--- src/rtl/bp_stall_counter_bank.sv ---
// Stall-attribution counter bank. It keeps one live counter per stall reason,
// plus a cycles counter and an instret counter. An atomic snapshot copies them
// into a shadow set, and the host reads the shadow set over a valid/ready port.
module bp_stall_counter_bank #(
  parameter int num_reasons_p   = 24,
  parameter int reason_width_p  = 5,
  parameter int width_p         = 32,
  parameter int saturate_p      = 0,
  parameter int clear_on_snap_p = 0,
  localparam int addr_width_lp  = $clog2(num_reasons_p + 2)
) (
  input  logic                      clk_i,
  input  logic                      reset_n_i,
  input  logic                      freeze_i,
  input  logic                      count_en_i,
  input  logic                      instret_i,
  input  logic [reason_width_p-1:0] stall_reason_i,
  input  logic                      snapshot_i,
  input  logic                      req_v_i,
  input  logic [addr_width_lp-1:0]  req_addr_i,
  output logic                      req_ready_o,
  output logic                      resp_v_o,
  output logic [width_p-1:0]        resp_data_o,
  output logic                      resp_ovf_o,
  input  logic                      resp_ready_i
);

  localparam int num_ctr_lp = num_reasons_p + 2;
  localparam int cyc_idx_lp = num_reasons_p;
  localparam int ins_idx_lp = num_reasons_p + 1;

  logic [width_p-1:0]       live_cnt   [num_ctr_lp];
  logic [num_ctr_lp-1:0]    live_ovf;
  logic [width_p-1:0]       shadow_cnt [num_ctr_lp];
  logic [num_ctr_lp-1:0]    shadow_ovf;
  logic [width_p-1:0]       nxt_cnt    [num_ctr_lp];
  logic [num_ctr_lp-1:0]    nxt_ovf;
  logic [num_ctr_lp-1:0]    inc;
  logic [num_reasons_p-1:0] reason_hit;
  logic                     restart;
  logic [width_p-1:0]       rd_data;
  logic                     rd_ovf;
  logic                     accept;

  assign restart = snapshot_i & (clear_on_snap_p != 0);

  // Decode the stall reason. Codes that map to no reason fall into the catch-all counter.
  always_comb begin
    reason_hit = '0;
    for (int unsigned i = 0; i < num_reasons_p; i++) begin
      reason_hit[i] = (stall_reason_i == reason_width_p'(i));
    end
    if (~|reason_hit) reason_hit[num_reasons_p-1] = 1'b1;
  end

  // Build the per-counter increment enables. No counting happens while frozen.
  always_comb begin
    inc = '0;
    if (count_en_i & ~freeze_i) begin
      inc[cyc_idx_lp] = 1'b1;
      inc[ins_idx_lp] = instret_i;
      if (!instret_i) inc[num_reasons_p-1:0] = reason_hit;
    end
  end

  // Compute the next live values. A clearing snapshot restarts each counter from 0 before its increment.
  always_comb begin
    for (int unsigned i = 0; i < num_ctr_lp; i++) begin
      nxt_cnt[i] = restart ? '0 : live_cnt[i];
      nxt_ovf[i] = restart ? 1'b0 : live_ovf[i];
      if (inc[i]) begin
        if (&nxt_cnt[i]) begin
          nxt_ovf[i] = 1'b1;
          if (saturate_p == 0) nxt_cnt[i] = '0;
        end else begin
          nxt_cnt[i] = nxt_cnt[i] + width_p'(1);
        end
      end
    end
  end

  // Live counter and overflow registers. Freeze clears them.
  always_ff @(posedge clk_i) begin
    if (!reset_n_i || freeze_i) begin
      for (int unsigned i = 0; i < num_ctr_lp; i++) live_cnt[i] <= '0;
      live_ovf <= '0;
    end else begin
      for (int unsigned i = 0; i < num_ctr_lp; i++) live_cnt[i] <= nxt_cnt[i];
      live_ovf <= nxt_ovf;
    end
  end

  // Shadow set. It captures the live values as they stood before this cycle's update.
  always_ff @(posedge clk_i) begin
    if (!reset_n_i) begin
      for (int unsigned i = 0; i < num_ctr_lp; i++) shadow_cnt[i] <= '0;
      shadow_ovf <= '0;
    end else if (snapshot_i) begin
      for (int unsigned i = 0; i < num_ctr_lp; i++) shadow_cnt[i] <= live_cnt[i];
      shadow_ovf <= live_ovf;
    end
  end

  // Shadow read mux. An address with no matching counter reads as zero.
  always_comb begin
    rd_data = '0;
    rd_ovf  = 1'b0;
    for (int unsigned i = 0; i < num_ctr_lp; i++) begin
      if (req_addr_i == addr_width_lp'(i)) begin
        rd_data = shadow_cnt[i];
        rd_ovf  = shadow_ovf[i];
      end
    end
  end

  assign req_ready_o = ~resp_v_o | resp_ready_i;
  assign accept      = req_v_i & req_ready_o;

  // Single-entry response register. It holds its fields while the consumer stalls.
  always_ff @(posedge clk_i) begin
    if (!reset_n_i) begin
      resp_v_o    <= 1'b0;
      resp_data_o <= '0;
      resp_ovf_o  <= 1'b0;
    end else if (accept) begin
      resp_v_o    <= 1'b1;
      resp_data_o <= rd_data;
      resp_ovf_o  <= rd_ovf;
    end else if (resp_ready_i) begin
      resp_v_o    <= 1'b0;
    end
  end

endmodule

--- config.mk ---
export PLATFORM = sky130hd
export DESIGN_NAME = bp_stall_counter_bank
export DESIGN_NICKNAME = d
export VERILOG_FILES = /design/src/rtl/bp_stall_counter_bank.sv
export SDC_FILE = /design/constraint.sdc
export NUM_CORES = 2
export LEC_CHECK = 0
export CAP_MARGIN = 25
export CORE_MARGIN = 2
export CORE_UTILIZATION = 45
export CTS_BUF_LIST = sky130_fd_sc_hd__clkbuf_8
export DETAILED_ROUTE_END_ITERATION = 10
export PLACE_DENSITY = 0.61
export SYNTH_ARGS = -nofsm -noshare
export SYNTH_HDL_FRONTEND = slang
export SYNTH_SLANG_ARGS = --single-unit
--- constraint.sdc ---
create_clock -name clk_i -period 67.1 [get_ports clk_i]
set_input_delay 13.42 -clock clk_i [delete_from_list [all_inputs] [get_ports clk_i]]
set_output_delay 13.42 -clock clk_i [all_outputs]
set_load 0.01 [all_outputs]
==> summary.txt <==
Run status
  • Status: completed

Cells and area
  • Fin nets: 7920
  • Share of post-route cells with drive strength above 1: 0.0830
  • FF+latch area: 43400 µm²
  • Filler instances: 15942
  • Area occupied by multi-input gates: 33300 µm²
  • Commonest cells after routing, fill and taps aside: nor2_1 (1146), dfxtp_1 (918), edfxtp_1 (832), and3_1 (735), nand2_1 (500)
  • Area Growth Syn to Fin: 11.1%
  • Commonest non-fill, non-tap cell in the layout: nor2_1

STA
  • Final min period: 28.04 ns
  • Maximum clock rate: 0.0357 GHz
  • Hold Fails Final Rpt: 0
  • Final Setup Violations: 0
  • Actual slew at the worst max-slew pin: 1.28 ns
  • Unrepaired setup endpoints after global routing: false
  • Pins Over Slew Limit: 0
  • Rel. slew slack: 0.150
  • Setup TNS Final: 0 ns
  • Setup WS post-layout: 39.06 ns
  • Post-route clock period utilization: 0.418
  • Worst-case clock skew: approximately 0.1 ns

Synthesis
  • Yosys reg bits: 1750
  • Predominant post-synthesis flop cell: dfxtp_1
  • Mapped Cells: 7802
  • Main area contributors after synthesis: edfxtp_1 (32%), dfxtp_1 (23%), and3_1 (5.8%)
  • Sequential area share after synthesis: 0.552
  • Number of synthesized flops with an enable pin: 832
  • Avg Inst Size Synth: 10.1 µm²
  • Syn nets: 7846
  • Post-synth ARST share: 0
  • Synth top area share: 0.318
  • Syn Std Cell Area: 78600 µm²
  • YS warnings: 0
  • Cell accounting for the most synthesized area: edfxtp_1
  • Number of library cell types mapped by synthesis: 96

Worst setup path
  • Crit-path slowest cell: clkdlybuf4s50_1
  • CP Depth: 3
  • Most common cell on crit path: clkdlybuf4s50_1
  • Crit path max fanout: 5
  • CP Buf/Inv Count: 2
  • Largest delay share family, worst path: buffers and inverters
  • R2R setup slack: 63.72 ns
  • Worst setup SP type: input port
  • CP Data Required Time: 53.68 ns
  • Worst Setup EP: req_ready_o
  • Worst reg2reg endpoint: live_cnt[0][317]
  • Critical path class: input port to primary output
  • CP Capture Type: primary output
  • Worst path arrival time: 14.62 ns
  • Delay of the slowest cell on the worst path: 0.56 ns
  • Cells along the critical path: clkdlybuf4s50_1 -> nand2b_1 -> clkdlybuf4s50_1
  • RR Startpoint: live_cnt[0][291]
  • Critical Path Source: resp_ready_i
  • Reg2reg path depth: 8

Min path
  • Worst Hold Class: flop to flop

Route
  • DR vias: 62140
  • ANT nets after route: 0
  • Vias per cell: 5.94
  • Post-Route WL: 275000 µm
  • Routed len/inst: 26.3 µm
  • Residual DRC count: 0
  • Initial DRC Count: ~7200
  • Initial DRT Pass Iterations: 6

CTS
  • Hold Buf Count CTS: 0
  • TritonCTS clock tree: built
  • Num Clock Sinks: 1750
  • CTS Buf Count: 318
  • Post-CTS Setup Inserts: 0
  • CTS Root Cell: clkbuf_8
  • Cts repair resizes: 0
  • Worst-skew pair later-pin latency: 1.05 ns
  • Clock buffer depth: 4
  • Htree depth: 5
  • Clock transition at path regs: 0.06 ns

Placed design
  • Final Wtd Congestion: 0.987
  • Pre-CTS WS: around 39 ns
  • Hpwl dp: 192000 µm
  • Port Buffers: 52

Global route
  • Vias in the first global route: 58363
  • Largest net degree at the start of global routing: 204
  • Initial antenna violation count: 14
  • Tot GR Track Use: 0.300
  • Congestion Overflow GR: 0
  • First-pass GRT wire length: 398000 µm

Floorplanning
  • Die area: roughly 180000 µm²
  • FP Rows: 153
  • I/O Pins: 53
  • Core region area: about 170000 µm²
  • Die X: between 400 and 500 µm
  • Die Ht: between 400 and 500 µm
  • Initial cell density of the core: 0.453

Power
  • Pwr/cell area: about 26 nW/µm²
  • Leakage power: 33.1 nW
  • VDD IR max: 0.0179 mV

Run
  • Max_cap viols: 0
-- worst register-to-register path, delay by kind of cell, from the launching register on --
family / cells / cell delay, ns
buffers and inverters: 2 / 0.37
flip-flops: 1 / 0.43
AO/OA/AOI/OAI: 1 / 0.60
AND/OR/NAND/NOR: 5 / 1.86
-- layout make-up --
cell class	instances	share of cell area
Inverter	85	0.00367
Timing Repair Buffer	187	0.0185
Tap cell	2325	0.0333
Clock inverter	205	0.00981
Sequential cell	1750	0.496
Antenna cell	6	0.000172
Clock buffer	362	0.0570
Multi-Input combinational cell	5534	0.381
-- synthesized netlist by cell type, drive strengths merged (28+ instances only) --
| library cell | count |
|---|---|
| nand2 | 501 |
| clkbuf | 338 |
| nor4 | 37 |
| a21oi | 282 |
| a22oi | 41 |
| buf | 95 |
| inv | 85 |
| nor2b | 45 |
| a31oi | 42 |
| nand3 | 363 |
| dfxtp | 918 |
| edfxtp | 832 |
| o31ai | 29 |
| mux2 | 43 |
| a21o | 29 |
| xnor2 | 212 |
| and2 | 272 |
| xor2 | 489 |
| o221ai | 41 |
| and3 | 735 |
| o22ai | 103 |
| nor3 | 150 |
| o21ai | 204 |
| nor2 | 1157 |
| a211oi | 28 |
| mux2i | 89 |
| nand4 | 211 |
| or3 | 75 |
| and4 | 67 |
-- metal layers --
| metal | GRT usage | up-vias | routed length [µm] |
|---|---|---|---|
| met1 | 0.400 | 30419 | 113000 |
| met3 | 0.0602 | 690 | 23300 |
| met4 | 0.164 | 10 | 16600 |
| li1 | - | 28191 | - |
| met2 | 0.456 | 2830 | 121000 |
| met5 | 0 | - | 53 |
-- stage by stage --
step                      utilization  hold WS [ns]  instances  total power, mW  cell area (µm²)
after floorplan                     -         0.437       7802             1.26            78600
after global placement          0.469         0.453       9870             1.31            81400
after detailed placement        0.469         0.455       9878             1.31            81500
after CTS                       0.503         0.469      10445             2.25            87300
after global routing            0.503         0.489      10452             2.30            87400
final                           0.503         0.463      10454             2.24            87400
-- how the worst min path moves through the flow --
stage                      start      endpoint  cells after the start
floorplan           live_ovf[12]  live_ovf[12]                      2
global placement     live_ovf[3]   live_ovf[3]                      2
detailed placement   live_ovf[0]   live_ovf[0]                      1
CTS                  live_ovf[0]   live_ovf[0]                      1
global route         live_ovf[3]   live_ovf[3]                      2
finish               live_ovf[0]   live_ovf[0]                      1
-- state kept, by name (all words and copies together) (netlist names) --
name,flops
live_cnt,832
live_ovf,26
resp_data_o,32
resp_v_o,1
shadow_cnt,832
shadow_ovf,26
resp_ovf_o,1
-- power by group --
| group | total, mW | internal, mW | leakage (nW) | switching (mW) |
|---|---|---|---|---|
| Clock | 0.947 | 0.495 | 3.54 | 0.453 |
| Combinational | 0.129 | 0.0284 | 13.1 | 0.101 |
| Sequential | 1.16 | 1.14 | 16.5 | 0.0177 |
-- cells by family (layout without fill, tap and decap cells) --
kind of cell | count (synthesis) | in the layout | share of synthesized area
adder cells (fa/ha/maj) | 26 | 26 | 0.00414
AND/OR/NAND/NOR | 3691 | 3691 | 0.240
buffers and inverters | 518 | 839 | 0.0260
flip-flops | 1750 | 1750 | 0.552
XOR/XNOR | 701 | 701 | 0.0781
multiplexers | 145 | 145 | 0.0212
AO/OA/AOI/OAI | 971 | 971 | 0.0793
other | 0 | 6 | 0
Power figures use the tool's default switching activity.
